## src/rtl/lr1_sweep_capture.sv

```systemverilog
// rtl/lr1_sweep_capture.sv - self-test sequencer sweeping {X,X,X} codes and capturing LED responses
// Holds each code for DWELL_CYCLES, stores one sample per code and XOR-accumulates a checksum.
module lr1_sweep_capture #(
  parameter int DWELL_CYCLES = 20
) (
  input  logic        clk,
  input  logic        rst,
  input  logic        start,
  output logic [11:0] sw_out,
  input  logic [11:0] led_in,
  output logic        busy,
  output logic        done,
  output logic [11:0] checksum,
  input  logic        rd_en,
  input  logic [3:0]  rd_addr,
  output logic [11:0] rd_data,
  output logic        rd_valid
);

  localparam int CW = $clog2(DWELL_CYCLES);
  localparam logic [CW-1:0] CNT_LAST = CW'(DWELL_CYCLES - 1);

  typedef enum logic [1:0] {
    S_IDLE  = 2'd0,
    S_DRIVE = 2'd1,
    S_DONE  = 2'd2
  } state_t;

  state_t          state;
  logic [3:0]      x;
  logic [3:0]      x_dec;
  logic [CW-1:0]   cnt;
  logic [11:0]     mem [16];

  assign x_dec = x - 4'd1;

  always_ff @(posedge clk or posedge rst) begin
    if (rst) begin
      state    <= S_IDLE;
      x        <= 4'hF;
      sw_out   <= 12'hFFF;
      busy     <= 1'b0;
      done     <= 1'b0;
      checksum <= 12'h000;
      cnt      <= '0;
      rd_data  <= 12'h000;
      rd_valid <= 1'b0;
      for (int i = 0; i < 16; i++) begin
        mem[i] <= 12'h000;
      end
    end else begin
      // Non-blocking read of mem gives the pre-write value on a same-edge collision
      rd_valid <= rd_en;
      if (rd_en) begin
        rd_data <= mem[rd_addr];
      end

      case (state)
        S_IDLE, S_DONE: begin
          if (start) begin
            state    <= S_DRIVE;
            x        <= 4'hF;
            sw_out   <= 12'hFFF;
            cnt      <= '0;
            busy     <= 1'b1;
            done     <= 1'b0;
            checksum <= 12'h000;
          end
        end
        S_DRIVE: begin
          if (cnt == CNT_LAST) begin
            mem[x]   <= led_in;
            checksum <= checksum ^ led_in;
            cnt      <= '0;
            if (x != 4'h0) begin
              x      <= x_dec;
              sw_out <= {x_dec, x_dec, x_dec};
            end else begin
              state <= S_DONE;
              busy  <= 1'b0;
              done  <= 1'b1;
            end
          end else begin
            cnt <= cnt + 1'b1;
          end
        end
        default: state <= S_IDLE;
      endcase
    end
  end

endmodule

```

## config.mk

```make
export PLATFORM = sky130hd
export DESIGN_NAME = lr1_sweep_capture
export DESIGN_NICKNAME = d
export VERILOG_FILES = /design/src/rtl/lr1_sweep_capture.sv
export SDC_FILE = /design/constraint.sdc
export NUM_CORES = 1
export LEC_CHECK = 0
export BUFFER_PORTS_ARGS = -buffer_cell sky130_fd_sc_hd__buf_4
export CORE_MARGIN = 5
export CORE_UTILIZATION = 30
export CTS_BUF_LIST = sky130_fd_sc_hd__clkbuf_4 sky130_fd_sc_hd__clkbuf_8 sky130_fd_sc_hd__clkbuf_16
export CTS_CLUSTER_DIAMETER = 30
export DETAILED_ROUTE_END_ITERATION = 12
export PLACE_DENSITY = 0.46
export REMOVE_ABC_BUFFERS = 1
export SYNTH_ARGS = -nofsm -noshare
export SYNTH_HDL_FRONTEND = slang
export SYNTH_SLANG_ARGS = --single-unit
```

## constraint.sdc

```tcl
create_clock -name clk -period 7.4 [get_ports clk]
set_input_delay 1.11 -clock clk [delete_from_list [all_inputs] [get_ports clk]]
set_output_delay 1.11 -clock clk [all_outputs]
set_load 0.01 [all_outputs]
```

== Yosys cells after proc, flatten, opt, wreduce, memory -nomap -nowiden ==
Index checks and enable logic that the tools add are counted.
Operators by class
  $add $sub $neg: 2
  magnitude comparators: 3
  equal/unequal tests: 7
  mux-type cells: 32
  bitwise operators: 3
  reductions and logical operators: 11
Operator list (number)
  bitwise mux 192 bit: 1
  2-to-1 mux 12 bit: 8
  binary-select mux 12 bit (select 4 bit): 1
  demux 12 bit (select 4 bit): 1
  case mux 12 bit (2 select lines): 2
  2-to-1 mux 4 bit: 3
  XOR 12 bit: 1
  >= comparator 5 bit, second input constant: 2
  2-to-1 mux 5 bit: 2
  NOT 4 -> 5 bit: 2
  case mux 5 bit (2 select lines): 1
  inequality test 2 bit, second input constant: 4
  case mux 4 bit (2 select lines): 1
  AND reduction 4 bit: 2
  2-to-1 mux 1 bit: 6
  2-to-1 mux 2 bit: 3
  AND reduction 3 bit: 2
  adder 5 x 1 -> 5 bit, second input constant: 1
  equality test 5 bit, second input constant: 1
  less-than comparator 5 x 1 -> 1 bit, second input constant: 1
  case mux 1 bit (2 select lines): 2
  case mux 2 bit (2 select lines): 1
  AND reduction 2 bit: 2
  nonzero test 4 bit: 1
  7 further kinds: 7
Word-level totals
  flip-flop bits (word level): 242
  input port bits: 20
  output and inout bits: 39
  word-level logic and storage cells: 83

== Depth between registers and ports, before layout ==
Gate-level depths: netlist of run 1.
  depth in word-level cells: 6
  depth in mapped cells: 7
  gate-level depth less buffers: 6

== Worst setup path after synthesis of run 1 ==
Ideal clock, no wire load.
  path kind: in2reg
  start: in rd_addr[3]
  end: reg rd_data[10]
  library setup time: 0.137 ns
  arrival: 2.351 ns
  data required time: 7.263 ns
  slack: 4.912 ns
  stages: 6
  path buffers: 2
  cell sequence: buf_2 > clkbuf_1 > mux4_2 > mux2_2 > o22ai_1 > a21oi_1
On the way
  word-level cells in the longest chain between the ends: 4
Ends and longest elaborated chain
  start, declared: RTL line 15  | input logic [3:0] rd_addr,
  NOT 4 -> 5 bit (not written as such): RTL line 55  | rd_data <= mem[rd_addr];
  binary-select mux 12 bit (select 4 bit): RTL line 55
  2-to-1 mux 12 bit (not written as such) (2 in series): RTL line 55
  end signal, assigned: RTL line 55
  end, declared: RTL line 16  | output logic [11:0] rd_data,
Every way passes these cells. The select of a mux whose other input is x is not followed.
A chain may end at the register's enable or synchronous reset.

==> results of run 1 <==
## how the worst min path moves through the flow
stage | cells after the start | slack (ps) | from | to
floorplan | 2 | 450 | mem[180] | mem[180]
CTS | 2 | 490 | mem[186] | mem[186]
detailed placement | 2 | 480 | mem[186] | mem[186]
global route | 1 | 510 | mem[77] | mem[77]
finish | 2 | 490 | done | done
global placement | 2 | 460 | mem[185] | mem[185]
## critical path, cell delays in order (launching register included)
cell and delay, ps:
dfstp_2 410, inv_1 110, ha_1 230, nor3b_1 470, nand3_1 930, o21ai_0 530
## report_power, final
group	internal, mW	switching (mW)	total (mW)	leakage, nW
Clock	1.56	0.727	2.28	0.843
Sequential	1.70	0.257	1.96	2.64
Combinational	0.608	0.388	0.996	1.86
## cells in the final DEF, fill, tap and decap left out, drive strengths merged, types with 11 or more instances in the layout
| master | instances |
|---|---|
| a21oi | 27 |
| buf | 61 |
| clkbuf | 59 |
| clkinv | 12 |
| clkinvlp | 11 |
| dfrtp | 226 |
| inv | 20 |
| mux2 | 192 |
| mux4 | 48 |
| nand2 | 36 |
| o21ai | 31 |
| o22ai | 25 |
| or3 | 12 |
## sequential cells by signal, indices dropped and copies added (netlist names)
name	count
sw_out	4
done	1
checksum	12
mem	192
busy	1
rd_data	12
state	2
rd_valid	1
cnt	5
## metrics by stage
stage	setup WS (ps)	setup TNS, ps	utilization [%]
final	4590	0	37.5
after global routing	4340	0	37.5
after CTS	4520	0	37.5
after detailed placement	4260	0	32.3
after global placement	4290	0	32.3
after floorplan	-7.96	-1800	-
## routing by layer
metal / up-vias / track usage, % / wire length (um)
met3: 42 / 2.58 / 824
met1: 3356 / 18.4 / 11600
li1: 2785 / - / -
met2: 96 / 23.5 / 13200
met4: 0 / 4.06 / 538
met5: - / 0 / 0
## logic make-up (layout without fill, tap and decap cells)
| group | after synthesis | count (layout) | synth area share [%] |
|---|---|---|---|
| AO/OA/AOI/OAI | 91 | 91 | 4.86 |
| multiplexers | 243 | 243 | 31.5 |
| AND/OR/NAND/NOR | 72 | 72 | 3.87 |
| buffers and inverters | 78 | 170 | 3.72 |
| adder cells (fa/ha/maj) | 6 | 6 | 0.722 |
| flip-flops | 230 | 230 | 55.4 |
## area by class of cell
cell class	count	area, um2	area share [%]
clock inverters	33	413	3.20
inverters	17	71.3	0.554
repair buffers	61	458	3.55
clock buffers	59	1360	10.5
flip-flops and latches	230	5760	44.7
well taps	455	569	4.42
multi-input cells	412	4260	33.0
==> metrics.md, run 1 <==
| Metric | Value |
|---|---|
| Run status | complete, no violations |
| Max_cap viols | 0 |
| Most instantiated cells after synthesis | 226 x dfrtp_1, 192 x mux2_2, 48 x mux4_2 |
| Syn avg cell area | 14.4 um2 |
| Hold Crit Class | flip-flop to flip-flop |
| Netlist cell types | 35 |
| DRC Markers | 0 |
| Antenna violations before repair | 0 |
| IO Pins | 59 |
| Hold_ws | 486 ps |
| Final setup viols | 0 |
| Crit Reg-Reg Startpoint | sw_out[8] |
| Power Total | 5.24 mW |
| Prevailing post-synth register cell | dfrtp_1 |
| DRT Pass-1 Iters | 4 |
| Finished Layout Cells | 1267 |
| Final WL | 26.2 mm |
| Cells after Synth | 720 |
| Post-synthesis cell area | 10400 um2 |
| Die area | 38500 um2 |
| Fin crit period | 2810 ps |
| Dpl cell area | 11100 um2 |
| Setup Fix Bufs, Post-CTS | 0 |
| CP endpoint | mem[184] |
| Number of synthesized register bits | 230 |
| Vias in the first global route | 7059 |
| # rows | 68 |
| Vias/cell | 4.96 |
| WS Path Type | flip-flop to flip-flop |
| Fmax | 0.356 GHz |
| Number of synthesized flops with an enable pin | 0 |
| Synth Warn # | 0 |
| Post-CTS sizing | 0 |
| Startpoint Class | flip-flop |
| Worst Clk Skew | 17.7 ps |
| Clk buf depth | 3 |
| Worst R2R Setup Slack | 4590 ps |
| Largest area contributor in the netlist | dfrtp_1 |
| Crit path from | sw_out[8] |
| Layout Area Growth over Synthesis | 23.8% |
| Max-slew headroom | 21.3% |
| Total track usage | 13.9% |
| R2R Path End | mem[184] |
| Leak pwr | 5.35 nW |
| CP max FO | 27 |
| Worst-path clk slew | 50 ps |
| CP endpoint kind | flip-flop |
| Gpl congestion | 0.784 |
| Initial core utilization | 30.3% |
| Final period utilization | 38.0% |
| Slew @ Worst Pin | 1180 ps |
| Dpl hpwl | 16.0 mm |
| Fill cells | 3291 |
| Design Area, Final | 12900 um2 |
| Nets | 797 |
| Placed insts | 1175 |
| Clk sinks | 230 |
| Post-synth top area share | 54.4% |
| Number of I/O port buffers | 58 |
| Share of layout cells above drive strength 1 | 49.5% |
| Final-report hold violation count | 0 |
| First-pass GRT wire length | 42.0 mm |
| Routed len/inst | 20.7 um |
| Top-count cell post-synth | dfrtp_1 |
| Largest net degree at the start of global routing | 154 |
| Sequential cell area fraction in the yosys report | 55.4% |
| Antenna-violating nets left | 0 |
| Fin. max-slew vios | 0 |
| TritonCTS clock tree | yes |
| Core ar. | 34400 um2 |
| Starting DRT DRC Count | 326 |
| Cts bufs inserted | 49 |
| FFs w/ async S/R, synth | 100% |
| Diode count | 0 |
| Pwr per Cell Area | 406 nW/um2 |
| RSZ-0062 raised after global routing | no |
| Die Ht | 196 um |
| R2R depth | 5 |
| DIE WIDTH | 196 um |
| Critical Path AT | 3220 ps |
| CP Data Required Time | 7810 ps |
| GR Overflow Total | 0 |
| Vias | 6279 |
| VDD IR-drop max | 0.170 mV |
| CTS Root Cell | clkbuf_16 |
| CTS H-Tree Depth | 2 |
| Cts hold-fix bufs | 0 |
| Synth area leaders | dfrtp_1 54%, mux2_2 21%, mux4_2 10% |
| Clock Latency Late Sink | 550 ps |
Note: power is estimated with default switching activity, not from simulation.
==> inputs of run 2 (changes only) <==
--- a/config.mk
+++ b/config.mk
@@ -11,7 +11,7 @@
 export CTS_BUF_LIST = sky130_fd_sc_hd__clkbuf_4 sky130_fd_sc_hd__clkbuf_8 sky130_fd_sc_hd__clkbuf_16
 export CTS_CLUSTER_DIAMETER = 30
 export DETAILED_ROUTE_END_ITERATION = 12
-export PLACE_DENSITY = 0.46
+export PLACE_DENSITY = 0.44
 export REMOVE_ABC_BUFFERS = 1
 export SYNTH_ARGS = -nofsm -noshare
 export SYNTH_HDL_FRONTEND = slang
==> constraint.sdc (replaced) <==
create_clock -name clk -period 2.8 [get_ports clk]
set_input_delay 0.42 -clock clk [delete_from_list [all_inputs] [get_ports clk]]
set_output_delay 0.42 -clock clk [all_outputs]
set_load 0.01 [all_outputs]
==> run 2 against run 1 <==
  * Die area stayed put
  * Combinational power grew to 2.7 times the previous value
  * Total power grew to 2.9 times the previous value
  * Cell count is 3.6% higher
  * Critical path depth is 1 higher
  * Sequential power grew to 2.6 times the previous value
  * Clock power grew to 3.2 times the previous value
  * Routed wire length is 1.1% higher
  * Core utilization is 1.9 points higher
  * Critical path type unchanged
==> metrics.md, run 2 (synthesized netlist as in run 1, its figures left out) <==
| Metric | Value |
|---|---|
| Cts bufs inserted | 60 (+22%) |
| Dpl hpwl | 16.9 mm (+5.7%) |
| Multi-input gate area | 4260 um2 (unchanged) |
| GR Overflow Total | 0 (unchanged) |
| Antenna violations before repair | 0 (unchanged) |
| Fin. max-slew vios | 0 (unchanged) |
| DRC Markers | 0 (unchanged) |
| Diode count | 0 (unchanged) |
| Startpoint Class | flip-flop |
| Slew @ Worst Pin | 681 ps (-496 ps) |
| Vias in the first global route | 7145 (+1.2%) |
| Antenna-violating nets left | 0 (unchanged) |
| CP Data Required Time | 3240 ps (-4570 ps) |
| DIE WIDTH | 196 um (unchanged) |
| TritonCTS clock tree | yes |
| Fill cells | 3213 (-2.4%) |
| Run status | complete, no violations |
| Sequential Area | 5760 um2 (unchanged) |
| Final setup viols | 0 (unchanged) |
| Initial core utilization | 30.3% (unchanged) |
| Gpl congestion | 0.746 (-4.8%) |
| Clk buf depth | 3 (unchanged) |
| Final core utilization | 39.4% (+1.9 points) |
| Critical path cell sequence | ha_1, nand4bb_1, nor4_4, nand2_1, buf_4, mux2_2 |
| Total track usage | 14.1% (+0.14 points) |
| Vias/cell | 4.88 (-1.5%) |
| # rows | 68 (unchanged) |
| Hold_ws | 95.3 ps (-390 ps) |
| Number of I/O port buffers | 58 (unchanged) |
| Final WL | 26.5 mm (+1.1%) |
| Routed len/inst | 20.2 um (-2.5%) |
| WS Path Type | flip-flop to flip-flop |
| CTS H-Tree Depth | 2 (unchanged) |
| Worst Clk Skew | 31.3 ps (+13.6 ps) |
| Share of layout cells above drive strength 1 | 52.1% (+2.6 points) |
| Largest register FFs | 192 (unchanged) |
| Max_cap viols | 0 (unchanged) |
| VDD IR-drop max | 0.535 mV (+220%) |
| First-pass GRT wire length | 42.4 mm (+0.77%) |
| Critical Path AT | 2730 ps (-490 ps) |
| DRT Pass-1 Iters | 4 (unchanged) |
| Vias | 6408 (+2.1%) |
| Top flop regs | mem x192, checksum x12, rd_data x12 |
| Hold Crit Class | input pin to flip-flop |
| Core ar. | 34400 um2 (unchanged) |
| Clk sinks | 230 (unchanged) |
| RSZ-0062 raised after global routing | no |
| Layout Area Growth over Synthesis | 30.2% |
| IO Pins | 59 (unchanged) |
| Fin crit period | 2290 ps (-525 ps) |
| Die area | 38500 um2 (unchanged) |
| Fmax | 0.437 GHz (+23%) |
| Worst-path clk slew | 40 ps (about the same) |
| Final-report hold violation count | 0 (unchanged) |
| Critical path's slowest cell | nand4bb_1 |
| Most frequent cells in the layout | 226 x dfrtp_1, 192 x mux2_2, 83 x buf_4 |
| CTS Root Cell | clkbuf_16 |
| Max incr delay on CP | 450 ps (-480 ps) |
| Pre-CTS setup slack | 549 ps (-3710 ps) |
| Max-slew headroom | 54.6% (+33 points) |
| Most common cell after layout, fill and taps aside | dfrtp_1 |
| Final period utilization | 81.6% (+44 points) |
| Die Ht | 196 um (unchanged) |
| Nets | 834 (+4.6%) |
| Pwr per Cell Area | 1110 nW/um2 (+170%) |
| CP endpoint kind | flip-flop |
| Clock Latency Late Sink | 580 ps (+30 ps) |
| Starting DRT DRC Count | 241 (-26%) |
| Final WS setup | 514 ps (-4070 ps) |
| Largest net degree at the start of global routing | 83 (-46%) |
| CP max FO | 12 (-56%) |
| Largest Register | mem |
| Post-CTS sizing | 0 (unchanged) |
| Leak pwr | 5.73 nW (+7.2%) |
-- run 2: changes by cell type in the layout (fill, tap and decap cells not counted), sizes merged --
cell	change
buf	+25
bufinv	+2
clkbuf	+30
inv	-3
clkinv	+1
dlygate4sd3	+1
clkinvlp	-10
-- run 2: layout make-up --
class	count	share of cell area [%]
sequential	230	42.5
multi-input combinational	412	31.4
clock buffer	89	13.4
timing repair buffer	87	5.12
tap	455	4.20
clock inverter	23	2.80
inverter	17	0.526
-- run 2: where the power goes --
group	leakage (nW)	total [mW]	switching [mW]	internal [mW]
Combinational	1.99	2.69	1.06	1.63
Clock	1.10	7.22	1.96	5.25
Sequential	2.64	5.17	0.677	4.50
Total	5.73	15.1	3.70	11.4
-- run 2: critical path: cells and delay by family, from the launching register on --
| family | cells | cell delay, ps |
|---|---|---|
| and+or+nand+nor | 3 | 980 |
| DFF | 1 | 400 |
| buffers and inverters | 1 | 220 |
| adders and majority gates | 1 | 270 |
| muxes | 1 | 300 |
-- run 2: what timing repair did --
| action | 4_1_cts | 5_1_grt |
|---|---|---|
| endpoints found under the hold margin | 73 | 0 |
| hold buffers | 1 | 0 |
| buffers inserted | 0 | 0 |
-- run 2: final timing paths --
| check | from | end | slack [ps] | cells after the start |
|---|---|---|---|---|
| worst max-delay path | cnt[0] | mem[132] | 510 | 6 |
| worst min register to register | done | done | 480 | 2 |
| max in group asynchronous | rst | mem[91] | 1550 | 4 |
| worst max register to register | cnt[0] | mem[132] | 510 | 6 |
| min in group asynchronous | rst | cnt[1] | 500 | 3 |
| worst min-delay path | start | state[1] | 100 | 2 |
-- run 2: layer usage --
metal | vias to the layer above | global-route usage (%) | share of wire, %
li1 | 2842 | - | -
met1 | 3405 | 18.5 | 44
met2 | 118 | 23.6 | 50
met3 | 43 | 2.89 | 3.4
met4 | 0 | 4.45 | 2.0
met5 | - | 0 | 0
-- run 2: through the flow --
step           TNS, ps  instance area, um2  instances  power, mW
5_1_grt              0               13500       1313       15.8
3_3_place_gp         0               11300       1200       7.74
4_1_cts              0               13500       1313       15.3
3_5_place_dp         0               11300       1200       7.94
2_1_floorplan  -894020               10100        659       6.86
6_report             0               13500       1313       15.1
==> inputs of run 3 (changes only) <==
==> constraint.sdc (replaced) <==
create_clock -name clk -period 2.3 [get_ports clk]
set_input_delay 0.345 -clock clk [delete_from_list [all_inputs] [get_ports clk]]
set_output_delay 0.345 -clock clk [all_outputs]
set_load 0.01 [all_outputs]
==> run 3 against run 2 <==
  * Sequential cell count is the same
  * Fmax grew 12%
  * Non-clock buffer count grew 5
  * First-iteration DRC count shrank 12%
  * Clock power grew 22%
  * Cell count grew 0.46%
  * Design area grew 0.78%
  * Critical path type unchanged
==> metrics.md, run 3 (synthesized netlist as in run 1, its figures left out) <==
| Metric | Value |
|---|---|
| Routed len/inst | 19.9 um (-1.3%) |
| Multi-input gate area | 4260 um2 (unchanged) |
| Core ar. | 34400 um2 (unchanged) |
| Pre-CTS setup slack | 271 ps (-277 ps) |
| DIE WIDTH | 196 um (unchanged) |
| Top flop regs | mem x192, checksum x12, rd_data x12 |
| R2R depth | 6 (unchanged) |
| GR Overflow Total | 0 (unchanged) |
| Most common cell after layout, fill and taps aside | dfrtp_1 |
| Clk sinks | 230 (unchanged) |
| Antenna violations before repair | 0 (unchanged) |
| Diode count | 0 (unchanged) |
| Hold Path Depth | 2 (unchanged) |
| Pwr per Cell Area | 1340 nW/um2 (+21%) |
| Slew @ Worst Pin | 633 ps (-47.9 ps) |
| Worst hold path startpoint | led_in[2] |
| Crit Reg-Reg Startpoint | cnt[0] |
| Die Ht | 196 um (unchanged) |
| Hold_ws | 163 ps (+67.8 ps) |
| Placed insts | 1204 (+0.33%) |
| CP endpoint kind | flip-flop |
| Nets | 839 (+0.60%) |
| R2R Path End | mem[38] |
| Worst-path clk slew | 40 ps (about the same) |
| Vias in the first global route | 7150 (+0.070%) |
| Sequential Area | 5760 um2 (unchanged) |
| Clock Latency Late Sink | 580 ps (about the same) |
| Largest net degree at the start of global routing | 79 (-4.8%) |
| CTS Root Cell | clkbuf_16 |
| DRT Pass-1 Iters | 4 (unchanged) |
| Largest Register | mem |
| Vias | 6375 (-0.51%) |
| Crit path from | cnt[0] |
| Max_cap viols | 0 (unchanged) |
| Fin crit period | 2030 ps (-253 ps) |
| Critical Path AT | 2480 ps (-250 ps) |
| Final core utilization | 39.7% (+0.31 points) |
| Leak pwr | 5.76 nW (+0.48%) |
| Final period utilization | 88.4% (+6.8 points) |
| Final WL | 26.3 mm (-0.81%) |
| Layout Area Growth over Synthesis | 31.2% |
| Most frequent cells in the layout | 226 x dfrtp_1, 192 x mux2_2, 82 x buf_4 |
| IO Pins | 59 (unchanged) |
| Vias/cell | 4.83 (-0.97%) |
| Worst R2R Setup Slack | 270 ps (-250 ps) |
| Run status | complete, no violations |
| Startpoint Class | flip-flop |
| Dpl hpwl | 16.9 mm (-0.14%) |
| Finished Layout Cells | 1319 (+0.46%) |
| RSZ-0062 raised after global routing | no |
| Final setup viols | 0 (unchanged) |
| Fmax | 0.492 GHz (+12%) |
| WHS Endpoint | mem[122] |
| Final WS setup | 267 ps (-247 ps) |
| VDD IR-drop max | 0.600 mV (+12%) |
| Die area | 38500 um2 (unchanged) |
| TritonCTS clock tree | yes |
| Clk buf depth | 3 (unchanged) |
| Total track usage | 13.9% (-0.16 points) |
| CP Data Required Time | 2750 ps (-490 ps) |
| Post-CTS sizing | 0 (unchanged) |
| Antenna-violating nets left | 0 (unchanged) |
| Fin. max-slew vios | 0 (unchanged) |
| Share of layout cells above drive strength 1 | 52.3% (+0.22 points) |
| Fill cells | 3239 (+0.81%) |
| Hold Crit Class | input pin to flip-flop |
| Final-report hold violation count | 0 (unchanged) |
| CTS H-Tree Depth | 2 (unchanged) |
| Cts bufs inserted | 60 (unchanged) |
| Starting DRT DRC Count | 212 (-12%) |
| Worst Clk Skew | 14.6 ps (-16.7 ps) |
| Number of I/O port buffers | 58 (unchanged) |
| DRC Markers | 0 (unchanged) |
| Largest register FFs | 192 (unchanged) |
| Critical path cell sequence | ha_1, and4bb_2, and4_1, nand2_1, buf_4, mux2_2 |
| Gpl congestion | 0.725 (-2.9%) |
| Max-slew headroom | 57.7% (+3.1 points) |
| CP max FO | 12 (unchanged) |
| Initial core utilization | 30.3% (unchanged) |
| First-pass GRT wire length | 42.0 mm (-0.88%) |
| # rows | 68 (unchanged) |
| WS Path Type | flip-flop to flip-flop |
| Critical path's slowest cell | dfrtp_1 |
| Max incr delay on CP | 400 ps (-50 ps) |
run 3: layout make-up:
cell class	count	area share, %
Sequential cell	230	42.2
Multi-Input combinational cell	412	31.2
Clock buffer	82	12.8
Timing Repair Buffer	92	5.83
Tap cell	455	4.17
Clock inverter	31	3.32
Inverter	17	0.522
run 3: critical path: cells and delay by family (launching register included):
| kind | cells | cell delay (ps) |
|---|---|---|
| adder cells (fa/ha/maj) | 1 | 270 |
| buffers and inverters | 1 | 250 |
| flip-flops | 1 | 400 |
| multiplexers | 1 | 370 |
| AND/OR/NAND/NOR | 3 | 620 |
run 3: how the worst max path moves through the flow:
stage / endpoint / slack [ps] / depth (start not counted)
after floorplan: busy / -4340 / 1
after global placement: mem[75] / 280 / 6
after detailed placement: mem[73] / 270 / 6
after CTS: mem[38] / 260 / 6
after global routing: sw_out[10] / 90 / 6
final: mem[38] / 270 / 6
run 3: what timing repair did:
action                                 4_1_cts  5_1_grt
hold buffers                                 2        0
endpoints found under the hold margin       71        0
setup buffers                                0        0
run 3: metal layers:
layer,vias to the layer above,track usage [%],routed length [um]
met3,55,2.73,990
met4,0,4.27,564
li1,2878,-,-
met5,-,0,0
met2,115,23.7,13200
met1,3327,18.1,11600
run 3: per-stage QoR:
step	TNS, ps	instance area, um2	power (mW)
global route	0	13700	19.3
CTS	0	13700	18.6
floorplan	-991770	10100	8.36
finish	0	13700	18.3
detailed placement	0	11400	9.66
global placement	0	11400	9.45
run 3: power breakdown:
part | switching [mW] | total, mW | internal, mW
Sequential | 0.808 | 6.28 | 5.48
Clock | 2.52 | 8.81 | 6.29
Combinational | 1.26 | 3.26 | 2.00
Total | 4.58 | 18.3 | 13.8
